<file path="config.mk">
export PLATFORM = sky130hd
export DESIGN_NAME = emergency_preempt_arbiter
export DESIGN_NICKNAME = d
export VERILOG_FILES = /design/src/rtl/traffic_pkg.sv /design/src/rtl/rr_pick4.sv /design/src/rtl/emergency_preempt_arbiter.sv
export SDC_FILE = /design/constraint.sdc
export NUM_CORES = 1
export LEC_CHECK = 0
export CAP_MARGIN = 20
export CELL_PAD_IN_SITES_DETAIL_PLACEMENT = 1
export CELL_PAD_IN_SITES_GLOBAL_PLACEMENT = 2
export CORE_MARGIN = 5
export CORE_UTILIZATION = 40
export CTS_BUF_LIST = sky130_fd_sc_hd__clkbuf_8
export CTS_CLUSTER_SIZE = 25
export DETAILED_ROUTE_END_ITERATION = 6
export PLACE_DENSITY = 0.95
export SYNTH_ARGS = -nofsm -noshare
export SYNTH_HDL_FRONTEND = slang
export SYNTH_SLANG_ARGS = --single-unit
</file>
<file path="constraint.sdc">
create_clock -name clk -period 53.9 [get_ports clk]
set_input_delay 8.085 -clock clk [delete_from_list [all_inputs] [get_ports clk]]
set_output_delay 8.085 -clock clk [all_outputs]
set_load 0.05 [all_outputs]
</file>
<file path="src/rtl/traffic_pkg.sv">
// Shared definitions for the intersection controller and its emergency arbiter:
// direction codes, arbiter state encoding, signal-head colours and timebase.
package traffic_pkg;

  localparam int unsigned ONE_SECOND = 50;

  localparam logic [1:0] DIR_N = 2'd0;
  localparam logic [1:0] DIR_S = 2'd1;
  localparam logic [1:0] DIR_E = 2'd2;
  localparam logic [1:0] DIR_W = 2'd3;

  typedef enum logic [1:0] {
    ST_IDLE     = 2'd0,
    ST_CLEAR    = 2'd1,
    ST_SERVE    = 2'd2,
    ST_COOLDOWN = 2'd3
  } arb_state_e;

  typedef enum logic [1:0] {
    RED    = 2'd0,
    YELLOW = 2'd1,
    GREEN  = 2'd2
  } light_e;

  // One-hot mask for a direction code.
  function automatic logic [3:0] dir_onehot(input logic [1:0] dir);
    dir_onehot = 4'b0001 << dir;
  endfunction

endpackage

</file>
<file path="src/rtl/rr_pick4.sv">
// Combinational 4-way round-robin picker: the first set request after ptr
// wins, scanning ptr+1, ptr+2, ptr+3 and finally ptr itself.
module rr_pick4 (
  input  logic [3:0] req,
  input  logic [1:0] ptr,
  output logic       valid,
  output logic [1:0] idx
);
  import traffic_pkg::*;

  logic [1:0] cand;

  // Scan from the farthest offset to the nearest so the nearest set bit wins.
  always_comb begin
    valid = 1'b0;
    idx   = 2'd0;
    cand  = 2'd0;
    for (int k = 3; k >= 0; k--) begin
      cand = ptr + 2'(k) + 2'd1;
      if (req[cand]) begin
        valid = 1'b1;
        idx   = cand;
      end
    end
  end

endmodule

</file>
<file path="src/rtl/emergency_preempt_arbiter.sv">
// Emergency-vehicle preemption arbiter. Picks one approach round-robin, holds
// all approaches red for a clearance interval, serves the winner between a
// minimum and maximum time, then enforces an all-red cooldown. A direction
// that runs out the maximum while still requesting is locked out until its
// request drops.
module emergency_preempt_arbiter #(
  parameter int unsigned ONE_SECOND    = traffic_pkg::ONE_SECOND,
  parameter int unsigned CLEAR_TIME    = 2,
  parameter int unsigned MIN_SERVE     = 5,
  parameter int unsigned MAX_SERVE     = 30,
  parameter int unsigned COOLDOWN_TIME = 1
) (
  input  logic        clk,
  input  logic        reset,
  input  logic [3:0]  emg_req,
  output logic        emergency_override,
  output logic [1:0]  emergency_direction,
  output logic        all_red_hold,
  output logic [3:0]  grant,
  output logic [3:0]  lockout,
  output logic [1:0]  arb_state,
  output logic [31:0] emg_timer
);
  import traffic_pkg::*;

  localparam logic [31:0] D_CLEAR = 32'(CLEAR_TIME * ONE_SECOND);
  localparam logic [31:0] D_MIN   = 32'(MIN_SERVE * ONE_SECOND);
  localparam logic [31:0] D_MAX   = 32'(MAX_SERVE * ONE_SECOND);
  localparam logic [31:0] D_COOL  = 32'(COOLDOWN_TIME * ONE_SECOND);

  arb_state_e  state_q, state_d;
  logic [31:0] cnt_q, cnt_d;
  logic [1:0]  dir_q, dir_d;
  logic [1:0]  rr_ptr_q, rr_ptr_d;
  logic [3:0]  lockout_q, lockout_d;
  logic        override_q, override_d;
  logic        all_red_q, all_red_d;
  logic [3:0]  grant_q, grant_d;
  logic [31:0] timer_q, timer_d;
  logic [31:0] dur;

  logic [3:0]  eligible;
  logic        pick_valid;
  logic [1:0]  pick_idx;

  assign eligible = emg_req & ~lockout_q;

  rr_pick4 u_pick (
    .req   (eligible),
    .ptr   (rr_ptr_q),
    .valid (pick_valid),
    .idx   (pick_idx)
  );

  // Next-state, counter, winner, round-robin pointer and lockout update.
  always_comb begin
    state_d   = state_q;
    cnt_d     = cnt_q + 32'd1;
    dir_d     = dir_q;
    rr_ptr_d  = rr_ptr_q;
    lockout_d = lockout_q & emg_req;
    case (state_q)
      ST_IDLE: begin
        cnt_d = '0;
        if (pick_valid) begin
          dir_d   = pick_idx;
          state_d = ST_CLEAR;
        end
      end
      ST_CLEAR: begin
        // A request withdrawn during clearance is abandoned, never served.
        if (!emg_req[dir_q]) begin
          state_d  = ST_COOLDOWN;
          cnt_d    = '0;
          rr_ptr_d = dir_q;
        end else if (cnt_q == D_CLEAR - 32'd1) begin
          state_d = ST_SERVE;
          cnt_d   = '0;
        end
      end
      ST_SERVE: begin
        if (cnt_q == D_MAX - 32'd1) begin
          state_d  = ST_COOLDOWN;
          cnt_d    = '0;
          rr_ptr_d = dir_q;
          if (emg_req[dir_q]) lockout_d[dir_q] = 1'b1;
        end else if (!emg_req[dir_q] && (cnt_q >= D_MIN - 32'd1)) begin
          state_d  = ST_COOLDOWN;
          cnt_d    = '0;
          rr_ptr_d = dir_q;
        end
      end
      ST_COOLDOWN: begin
        if (cnt_q == D_COOL - 32'd1) begin
          state_d = ST_IDLE;
          cnt_d   = '0;
        end
      end
      default: begin
        state_d = ST_IDLE;
        cnt_d   = '0;
      end
    endcase
  end

  // Output values for the state being entered, so outputs are registered.
  always_comb begin
    override_d = (state_d == ST_SERVE);
    all_red_d  = (state_d == ST_CLEAR) || (state_d == ST_COOLDOWN);
    grant_d    = ((state_d == ST_CLEAR) || (state_d == ST_SERVE)) ? dir_onehot(dir_d) : 4'd0;
    case (state_d)
      ST_CLEAR:    dur = D_CLEAR;
      ST_SERVE:    dur = D_MAX;
      ST_COOLDOWN: dur = D_COOL;
      default:     dur = '0;
    endcase
    timer_d = (state_d == ST_IDLE) ? 32'd0 : (dur - cnt_d) / ONE_SECOND;
  end

  // State and output registers; reset abandons any grant immediately.
  always_ff @(posedge clk) begin
    if (reset) begin
      state_q    <= ST_IDLE;
      cnt_q      <= '0;
      dir_q      <= DIR_N;
      rr_ptr_q   <= DIR_W;
      lockout_q  <= '0;
      override_q <= 1'b0;
      all_red_q  <= 1'b0;
      grant_q    <= '0;
      timer_q    <= '0;
    end else begin
      state_q    <= state_d;
      cnt_q      <= cnt_d;
      dir_q      <= dir_d;
      rr_ptr_q   <= rr_ptr_d;
      lockout_q  <= lockout_d;
      override_q <= override_d;
      all_red_q  <= all_red_d;
      grant_q    <= grant_d;
      timer_q    <= timer_d;
    end
  end

  assign emergency_override  = override_q;
  assign emergency_direction = dir_q;
  assign all_red_hold        = all_red_q;
  assign grant               = grant_q;
  assign lockout             = lockout_q;
  assign arb_state           = state_q;
  assign emg_timer           = timer_q;

endmodule

</file>
==> results by group <==
Timing
  – Achievable Freq: 32.2 MHz
  – Final Slew Violations: 0
  – Worst slew margin: 27.9%
  – TNS Setup: 0 ns
  – RSZ-0062 raised after global routing: false
  – Hold Vio Cnt, Final: 0
  – Fin crit share: 57.6%
  – Actual slew at the worst max-slew pin: 1.07 ns
  – Skew final: 0.0212 ns
  – # setup viols final: 0
  – Min Clock Period, post-route: 31.06 ns

Floorplanning
  – Die area: 31600 um2
  – Die Ht: 178 um
  – Die width: 178 um
  – Core Region: 27800 um2
  – Starting Density: 40.5%
  – Top Ports: 52
  – # rows: 61

Detailed routing
  – DR pass1 iterations: 6
  – Routed length per placed instance: 19.5 um
  – DR iter-0 viols: 917
  – Via count: 13100
  – DR vias/cell: 6.55
  – Antenna-violating nets left: 0
  – Routed wire length: 38800 um
  – DRC: 0

Min path
  – Hold_sp: lockout[3]
  – WHS Path Cells: 2
  – HP Class: reg -> reg

Logic synthesis
  – Most common cell in the netlist: nor2_1
  – Post-synth top area share: 13.2%
  – FFs w/ async S/R, synth: 0%
  – Synthesized cell area: 11300 um2
  – Main combinational cell family by area after synthesis: compound AO/OA/AOI/OAI gates
  – Syn avg cell area: 6.94 um2
  – Synth Warn #: 0
  – Synth top area cells: dfxtp_1, nor2_1, nand2_1
  – Mux contribution to synthesized area: 2.16%
  – Most frequent cells after synthesis: nor2_1, nand2_1, a21oi_1
  – Post-Synth Simple-Gate Area: 32.3%
  – Area share of xor/xnor cells in the synthesized design: 5.63%
  – Compound-cell area share of the yosys netlist: 38.8%
  – Post-synth top flop: dfxtp_1
  – Leading area contributor after synthesis: dfxtp_1
  – Post-synthesis sequential area ratio: 13.2%
  – Syn Inst Count: 1622
  – Number of flops mapped to enable cells by yosys: 0
  – Synth unique cells: 124
  – #FFs+latches synth: 74
  – Adder-Cell Fraction of Synth Area: 3.16%

Critical path
  – Worst path slowest cell: o41ai_1
  – Worst setup SP type: primary input
  – WS Path Type: in -> reg
  – Critical path arrival: 31.35 ns
  – Worst Reg-to-Reg Cells: 79
  – CP Launch Point: emg_req[3]
  – Reg2reg start: cnt_q[9]
  – Critical Path RT: 54.19 ns
  – CP endpoint kind: register
  – Crit-path max FO: 16
  – Worst path max stage delay: 0.85 ns

Layout
  – Layout cells sized above 1: 7.36%
  – Antenna Cells: 0
  – Multi-input logic area: 9270 um2
  – Syn-to-layout area delta: 7.62%
  – Sequential Area: 1480 um2
  – Fin nets: 1640
  – # fillers: 3624

Clock tree
  – Resized Gates After CTS: 0
  – Setup repair bufs after CTS: 0
  – Clock Pin Slew Worst Setup and Hold Paths: 0.10 ns
  – Clk sinks: 74
  – Deepest clock path buffer count: 2
  – Skew-Pair Late Insertion Delay: 0.41 ns
  – Num CTS Buffers: 9
  – Root Driver: clkbuf_8
  – CTS tree: done
  – H-tree depth: 3
  – Post-CTS Hold Fix Bufs: 0

Place
  – RePlAce Congestion: 0.920
  – Dpl hpwl: 29600 um
  – IO Port Bufs: 46

Status
  – Status: completed

Global routing
  – First-pass GRT wire length: 64800 um
  – GR Util All Layers: 24.1%
  – Initial antenna violation count: 1
  – Number of global-route vias before repair: 12900
  – Largest net degree at the start of global routing: 32
  – GRT overflow: 0

Run
  – Max-Cap Viols: 0
## path summary, 6_finish.rpt
check	end	slack, ns
setup / recovery	emg_timer[0]	22.84
hold / removal	lockout[3]	0.51
setup reg to reg	emg_timer[0]	29.58
hold reg to reg	lockout[3]	0.51
## layout make-up
class / count / share of cell area (%)
Multi-Input combinational cell: 1429 / 76.5
Clock buffer: 9 / 1.02
Sequential cell: 74 / 12.2
Inverter: 44 / 1.36
Tap cell: 378 / 3.90
Clock inverter: 7 / 0.712
Timing Repair Buffer: 54 / 4.27
## cell usage in the layout (no fill, tap or decap), types with 13 or more instances in the layout
master / count
a211oi_1: 19
a21o_1: 28
a21oi_1: 101
a31oi_1: 35
and2_1: 25
and3_1: 21
clkdlybuf4s50_1: 46
dfxtp_1: 74
ha_1: 21
inv_1: 41
mux2i_1: 13
nand2_1: 159
nand2b_1: 15
nand3_1: 75
nand4_1: 33
nor2_1: 186
nor3_1: 74
nor4_1: 24
o211ai_1: 30
o21a_1: 21
o21ai_0: 65
o21ai_1: 39
or3_1: 15
xnor2_1: 44
xor2_1: 21
## cells by family after synthesis
| family | after synthesis |
|---|---|
| buffers and inverters | 123 |
| DFF | 74 |
| other | 1 |
| muxes | 22 |
| xor gates and xnor gates | 69 |
| and+or+nand+nor | 721 |
| AOI/OAI and AO/OA | 583 |
| adders and majority gates | 29 |
## worst max-delay path, delay by kind of cell
family | cells | cell delay, ns
XOR/XNOR | 4 | 1.23
AND/OR/NAND/NOR | 15 | 3.61
multiplexers | 5 | 1.75
adder cells (fa/ha/maj) | 4 | 1.35
buffers and inverters | 5 | 1.28
AO/OA/AOI/OAI | 44 | 14.07
## per-layer routing
layer	GRT usage [%]	wire, um	share of wire [%]
met3	2.51	1450	3.7
met5	0	13	0.033
met2	42.7	19000	49
met4	7.25	875	2.3
met1	30.8	17500	45
## state kept, by name, summed over array words and instances (netlist names)
name and flops:
emergency_direction 2, emergency_override 1, all_red_hold 1, rr_ptr_q 2
arb_state 1, lockout 4, emg_timer 27, grant 4
cnt_q 32
## through the flow
step | cells | hold WS, ns | util, % | setup slack, ns | cell area [um2]
3_3_place_gp | 1978 | 0.478 | 42.8 | 23.69 | 11900
2_1_floorplan | 1626 | 0.484 | - | 26.91 | 11300
5_1_grt | 1995 | 0.525 | 43.6 | 20.93 | 12100
4_1_cts | 1994 | 0.517 | 43.6 | 22.98 | 12100
3_5_place_dp | 1978 | 0.503 | 42.8 | 22.64 | 11900
6_report | 1995 | 0.514 | 43.6 | 22.84 | 12100
Power is left out: the tool's default activity adds up to more than one toggle a clock period on the data nets, which glitch-free logic cannot reach.
